<file path="config.mk">
export PLATFORM = sky130hd
export DESIGN_NAME = ct_piu_ctc_snpq
export DESIGN_NICKNAME = d
export VERILOG_FILES = /design/src/rtl/ct_piu_ctc_snpq.sv
export SDC_FILE = /design/constraint.sdc
export NUM_CORES = 1
export LEC_CHECK = 0
export ABC_AREA = 1
export CORE_MARGIN = 3
export CORE_UTILIZATION = 44
export DETAILED_ROUTE_END_ITERATION = 12
export PLACE_DENSITY = 0.74
export SYNTH_ARGS = -nofsm -noshare
export SYNTH_HDL_FRONTEND = slang
export SYNTH_SLANG_ARGS = --single-unit
</file>
<file path="constraint.sdc">
create_clock -name forever_cpuclk -period 2.1 [get_ports forever_cpuclk]
set_input_delay 0.42 -clock forever_cpuclk [delete_from_list [all_inputs] [get_ports forever_cpuclk]]
set_output_delay 0.42 -clock forever_cpuclk [all_outputs]
set_load 0.05 [all_outputs]
</file>
<file path="src/rtl/ct_piu_ctc_snpq.sv">
// PIU-side CTC/DVM request queue: grant from CIU, in-order issue to core, completion, tagged response.
// Optional completion timeout enabled by defining CT_PIU_CTC_SNPQ_TIMEOUT_EN.
module ct_piu_ctc_snpq #(
  parameter int unsigned DEPTH   = 2,
  parameter int unsigned ADDRW   = 40,
  parameter int unsigned TMO_CYC = 1024
) (
  input  logic             forever_cpuclk,
  input  logic             cpurst,
  input  logic             ciu_piu_ctc_vld,
  input  logic [ADDRW-1:0] ciu_piu_ctc_addr,
  input  logic [4:0]       ciu_piu_ctc_rid,
  input  logic [3:0]       ciu_piu_ctc_respq_id,
  output logic             piu_ciu_ctc_grnt,
  output logic             piu_core_ctc_vld,
  output logic [ADDRW-1:0] piu_core_ctc_addr,
  input  logic             core_piu_ctc_rdy,
  input  logic             core_piu_ctc_done,
  output logic             piu_ciu_ctc_resp_vld,
  output logic [3:0]       piu_ciu_ctc_resp_respq_id,
  output logic [4:0]       piu_ciu_ctc_resp_rid,
  output logic             piu_ciu_ctc_resp_err,
  input  logic             ciu_piu_ctc_resp_rdy,
  output logic             piu_ctc_idle
);

  localparam int unsigned AW = $clog2(DEPTH);

  if (DEPTH < 2 || DEPTH > 8 || (DEPTH & (DEPTH - 1)) != 0 || TMO_CYC < 2) begin : g_param_check
    $error("ct_piu_ctc_snpq: illegal DEPTH or TMO_CYC");
  end

  typedef enum logic [1:0] {FREE, PEND, ISSUED, DONE} ent_state_t;

  ent_state_t       state    [DEPTH];
  logic [ADDRW-1:0] addr_q   [DEPTH];
  logic [4:0]       rid_q    [DEPTH];
  logic [3:0]       respq_q  [DEPTH];

  logic [AW:0]   wr_ptr, iss_ptr, cmp_ptr, rsp_ptr;
  logic [AW-1:0] wr_idx, iss_idx, cmp_idx, rsp_idx;
  logic          full, issue, cmp_issued, cmp_adv, cmp_err, resp_hs;

  assign wr_idx  = wr_ptr[AW-1:0];
  assign iss_idx = iss_ptr[AW-1:0];
  assign cmp_idx = cmp_ptr[AW-1:0];
  assign rsp_idx = rsp_ptr[AW-1:0];

  // Entries stay occupied until their response handshake, so full compares against rsp_ptr.
  assign full = (wr_ptr[AW] != rsp_ptr[AW]) && (wr_idx == rsp_idx);

  assign piu_ciu_ctc_grnt     = ciu_piu_ctc_vld & ~full;
  assign piu_core_ctc_vld     = (state[iss_idx] == PEND);
  assign piu_core_ctc_addr    = addr_q[iss_idx];
  assign issue                = piu_core_ctc_vld & core_piu_ctc_rdy;
  assign cmp_issued           = (state[cmp_idx] == ISSUED);
  assign piu_ciu_ctc_resp_vld = (state[rsp_idx] == DONE);
  assign resp_hs              = piu_ciu_ctc_resp_vld & ciu_piu_ctc_resp_rdy;

  assign piu_ciu_ctc_resp_rid      = piu_ciu_ctc_resp_vld ? rid_q[rsp_idx]   : '0;
  assign piu_ciu_ctc_resp_respq_id = piu_ciu_ctc_resp_vld ? respq_q[rsp_idx] : '0;

`ifdef CT_PIU_CTC_SNPQ_TIMEOUT_EN
  localparam int unsigned TW = $clog2(TMO_CYC) + 1;

  logic [TW-1:0] tmo_cnt;
  logic          tmo_hit;
  logic          err_q [DEPTH];

  // A done pulse in the expiry cycle takes priority, so expiry is masked by done.
  assign tmo_hit = cmp_issued & ~core_piu_ctc_done & (tmo_cnt == TW'(TMO_CYC - 1));
  assign cmp_adv = cmp_issued & (core_piu_ctc_done | tmo_hit);
  assign cmp_err = tmo_hit;
  assign piu_ciu_ctc_resp_err = piu_ciu_ctc_resp_vld & err_q[rsp_idx];

  always_ff @(posedge forever_cpuclk or posedge cpurst) begin
    if (cpurst) begin
      tmo_cnt <= '0;
      for (int unsigned i = 0; i < DEPTH; i++) err_q[i] <= 1'b0;
    end else begin
      if (cmp_adv || !cmp_issued) tmo_cnt <= '0;
      else                        tmo_cnt <= tmo_cnt + 1'b1;
      if (cmp_adv) err_q[cmp_idx] <= cmp_err;
    end
  end
`else
  assign cmp_adv = cmp_issued & core_piu_ctc_done;
  assign cmp_err = 1'b0;
  assign piu_ciu_ctc_resp_err = cmp_err;
`endif

  // The four pointers always address distinct entries when they act in the same cycle.
  always_ff @(posedge forever_cpuclk or posedge cpurst) begin
    if (cpurst) begin
      for (int unsigned i = 0; i < DEPTH; i++) state[i] <= FREE;
      wr_ptr  <= '0;
      iss_ptr <= '0;
      cmp_ptr <= '0;
      rsp_ptr <= '0;
    end else begin
      if (piu_ciu_ctc_grnt) begin
        state[wr_idx] <= PEND;
        wr_ptr        <= wr_ptr + 1'b1;
      end
      if (issue) begin
        state[iss_idx] <= ISSUED;
        iss_ptr        <= iss_ptr + 1'b1;
      end
      if (cmp_adv) begin
        state[cmp_idx] <= DONE;
        cmp_ptr        <= cmp_ptr + 1'b1;
      end
      if (resp_hs) begin
        state[rsp_idx] <= FREE;
        rsp_ptr        <= rsp_ptr + 1'b1;
      end
    end
  end

  always_ff @(posedge forever_cpuclk) begin
    if (piu_ciu_ctc_grnt) begin
      addr_q[wr_idx]  <= ciu_piu_ctc_addr;
      rid_q[wr_idx]   <= ciu_piu_ctc_rid;
      respq_q[wr_idx] <= ciu_piu_ctc_respq_id;
    end
  end

  always_comb begin
    piu_ctc_idle = 1'b1;
    for (int unsigned i = 0; i < DEPTH; i++)
      if (state[i] != FREE) piu_ctc_idle = 1'b0;
  end

endmodule
</file>
==> results.txt, run 1 <==
The number of hold violations in the final report was 0. In this run the core area contains 34 standard-cell rows. Counting tap cells, the placed design contains a total of 578 instances.

The repair_antennas step left the layout with diodes totalling 0. In the final layout, the share of cells above drive strength 1 is 19.1%. The routed wire length was 8.74 mm; the synthesized area divided by synthesized cell count was 11.9 um2. For the highest clock rate, the log shows 500 MHz. After synthesis, the share of flip-flops with an asynchronous set or reset is 9.26%. The largest area contributor in the netlist is edfxtp_1. The worst clock skew was 13.2 ps; the clock-pin transition on the worst setup and hold timing paths was 90 ps. After synthesis, the cell types taking the most area are edfxtp_1, nand2_1, dfrtp_1, inv_1, buf_2. For the finished layout, the period the worst path requires is 2000 ps. For this design the top-level I/O count stands at 109. Area fraction of the dominant cell type after synthesis: 70.3%. The setup TNS was 0 ps. The logs give 624 for the number of fill cells in the layout and 0 for the post-route DRC violation count. Detailed-route via count: 2751. Die extent in y: 104 um. The slowest stage of the critical path is the dfrtp_2 cell. Horizontal extent of the die: 104 um. For the overall overflow remaining after global route, the log shows 0. Leading cell type by number of instances after synthesis: nand2_1. The run gives 0 as the number of nets still failing antenna checks after routing.

The detailed router finished its first iteration with 171 violations. The reported leakage power is 2.58 nW, and the critical path's largest stage delay is 480 ps. The total number of clock tree sinks was 108. The critical path goes through inv_1, buf_12, nand2_1, nand2_1, buf_12.

The worst setup path is captured at a primary output. The logs give 16.4% for the total track usage and 520 for the final layout net count. In this run the top signal layer used is met4. The quantity of I/O buffers inserted on ports is 107, and the max-cap check violation count is 0. The logs give 430 um for the met3 wire length and 1580 ps for the arrival time at the worst endpoint. The die covers 10700 um2. The logs give 50 for the maximum number of pins on one net before global-route repair and 0 for the count of hold-fix buffers inserted at cts.

The routed length per placed instance works out to 14.7 um. Dividing total power by cell area gives a power density of 1710 nW/um2. The reg-to-reg setup timing slack is 500 ps, and the top fanout value on the critical path is 40. The synthesized design contains 98 enable-type register cells. The maximum count of clock buffers along a single path was 2. The number of warning messages in the yosys log is 0, and the number of distinct library cells after synthesis is 22. Once layout is complete, the cells apart from fillers number 596. The global placer's final weighted congestion is 0.767, and the proportion of synthesized chip area in sequential cells is 76.2%. The most used flip-flop cell after synthesis was edfxtp_1. The later pin in the worst-skew pair is clocked with a latency of 360 ps.

Wire segments on met2 add up to 4.68 mm in the final route. TritonCTS built the clock tree. For the count of final max-slew check failures, the log shows 0. Synthesized netlist cell count: 351. The initial antenna violation count was 0; the net count after synthesis was 406. After legalization and detailed placement, the total HPWL measured 5.97 mm. Across all hold checks on the routed design, the worst slack comes to 349 ps. Sorting the synthesized cells by how often they occur yields nand2_1, edfxtp_1, inv_1. The initial core utilization was 46.7%; the worst voltage drop across the vdd grid was 0.946 mV. Classification of the worst-slack hold path: in -> async.

The flow ran to the end, and the final reports show no timing, DRC or antenna violations. Setup violations remaining at the end of the flow were counted as 0. The CTS root buffer is clkbuf_8. The tools report the nature of the critical path startpoint as a flop. Setup repair after global routing left no endpoint under its margin.

Post-synth design cell area: 4190 um2. The required time at the endpoint of the critical path is 1680 ps, and the area inside the core boundary is 8980 um2. The global-route wire length before repair is 14.0 mm, and the layout-stage area growth over the synthesis result is 47.5%. The detailed router put a total of 3.57 mm of wire on met1. In this run, synthesis produced a sequential element count of 108. In the finished design, the share of the clock period the worst path needs comes to 95.3%. The first detailed-routing pass ran for 4 iterations.

The logs give 3 for the H-tree depth and 2793 for the number of global-route vias before repair. The worst setup path is of the reg -> out kind. In this run, CTS created clock tree buffers numbering 9. Using the TritonRoute via totals, the vias-per-cell ratio works out to 4.62.
[worst paths after layout]
kind                               from                    end  depth (start not counted)
min                              cpurst             cmp_ptr[0]                          2
max in group asynchronous        cpurst             iss_ptr[0]                          2
max reg2reg                  rsp_ptr[0]          addr_q[0][36]                          7
min in group forever_cpuclk  rsp_ptr[1]             rsp_ptr[1]                          1
max                          iss_ptr[0]  piu_core_ctc_addr[31]                          5
min reg2reg                  rsp_ptr[1]             rsp_ptr[1]                          1
[flip-flops by register name (all words and copies together) (netlist names)]
signal,cells
rid_q,10
iss_ptr,1
wr_ptr,2
state,4
rsp_ptr,2
respq_q,8
cmp_ptr,1
addr_q,80
[critical path, delay by kind of cell, from the launching register on]
family,cells,cell delay [ps]
DFF,1,480
buffers and inverters,3,500
and+or+nand+nor,2,250
[per-layer routing]
metal	GRT usage, %	vias up
li1	-	1374
met1	21.0	1289
met2	28.5	83
met3	3.11	5
met4	5.41	0
met5	0	-
[metrics by stage]
stage | instance area (um2) | worst slack [ps] | utilization, % | power (mW)
floorplan | 4200 | 245 | - | 6.45
global placement | 5980 | 273 | 66.6 | 9.41
detailed placement | 5980 | 260 | 66.6 | 9.52
CTS | 6150 | 17.5 | 68.5 | 10.6
global route | 6180 | 8.92 | 68.8 | 11.1
finish | 6180 | 98.1 | 68.8 | 10.6
[cells in the final DEF (no fill, tap or decap), types with 3 or more instances in the layout]
cell / n
clkdlybuf4s50_1: 54
dfrtp_1: 9
nand3_2: 3
inv_1: 19
buf_12: 55
a21oi_1: 4
clkinvlp_4: 5
nand2_1: 179
buf_4: 6
clkbuf_8: 9
nand3_1: 6
edfxtp_1: 98
nor2_1: 4
[power breakdown]
part	switching [mW]	internal, mW	total, mW	leakage (nW)
Combinational	3.66	2.57	6.22	1.47
Clock	0.658	0.430	1.09	0.0763
Sequential	0.249	3.02	3.27	1.03
[kinds of logic (layout without fill, tap and decap cells)]
logic type	count (synthesis)	in the layout	synth area share, %
AO/OA/AOI/OAI	6	6	0.986
XOR/XNOR	2	2	0.418
buffers and inverters	35	153	3.43
flip-flops	108	108	76.2
other	1	1	0.0895
AND/OR/NAND/NOR	199	200	18.8
[area by class of cell]
type                    count  area [um2]  share of cell area [%]
clock inverters             6        40.0                   0.648
clock buffers              10         128                    2.07
multi-input cells         209         880                    14.2
repair buffers            115        1690                    27.3
flip-flops and latches    108        3190                    51.7
inverters                  22        92.6                    1.50
well taps                 126         158                    2.55
[what timing repair did]
action | 4_1_cts | 5_1_grt
setup endpoints to repair | 9 | 9
cloned | 0 | 1
gates resized for setup | 1 | 3
pin swaps | 0 | 2
setup buffers | 0 | 1
No activity file was read; power rests on OpenSTA's default activity.
==> run 2: changes to the inputs <==
Settings changed: CTS_CLUSTER_SIZE set to 24.
==> results of run 2 <==
No change in the layout: final DEF, timing and power equal those of run 1.
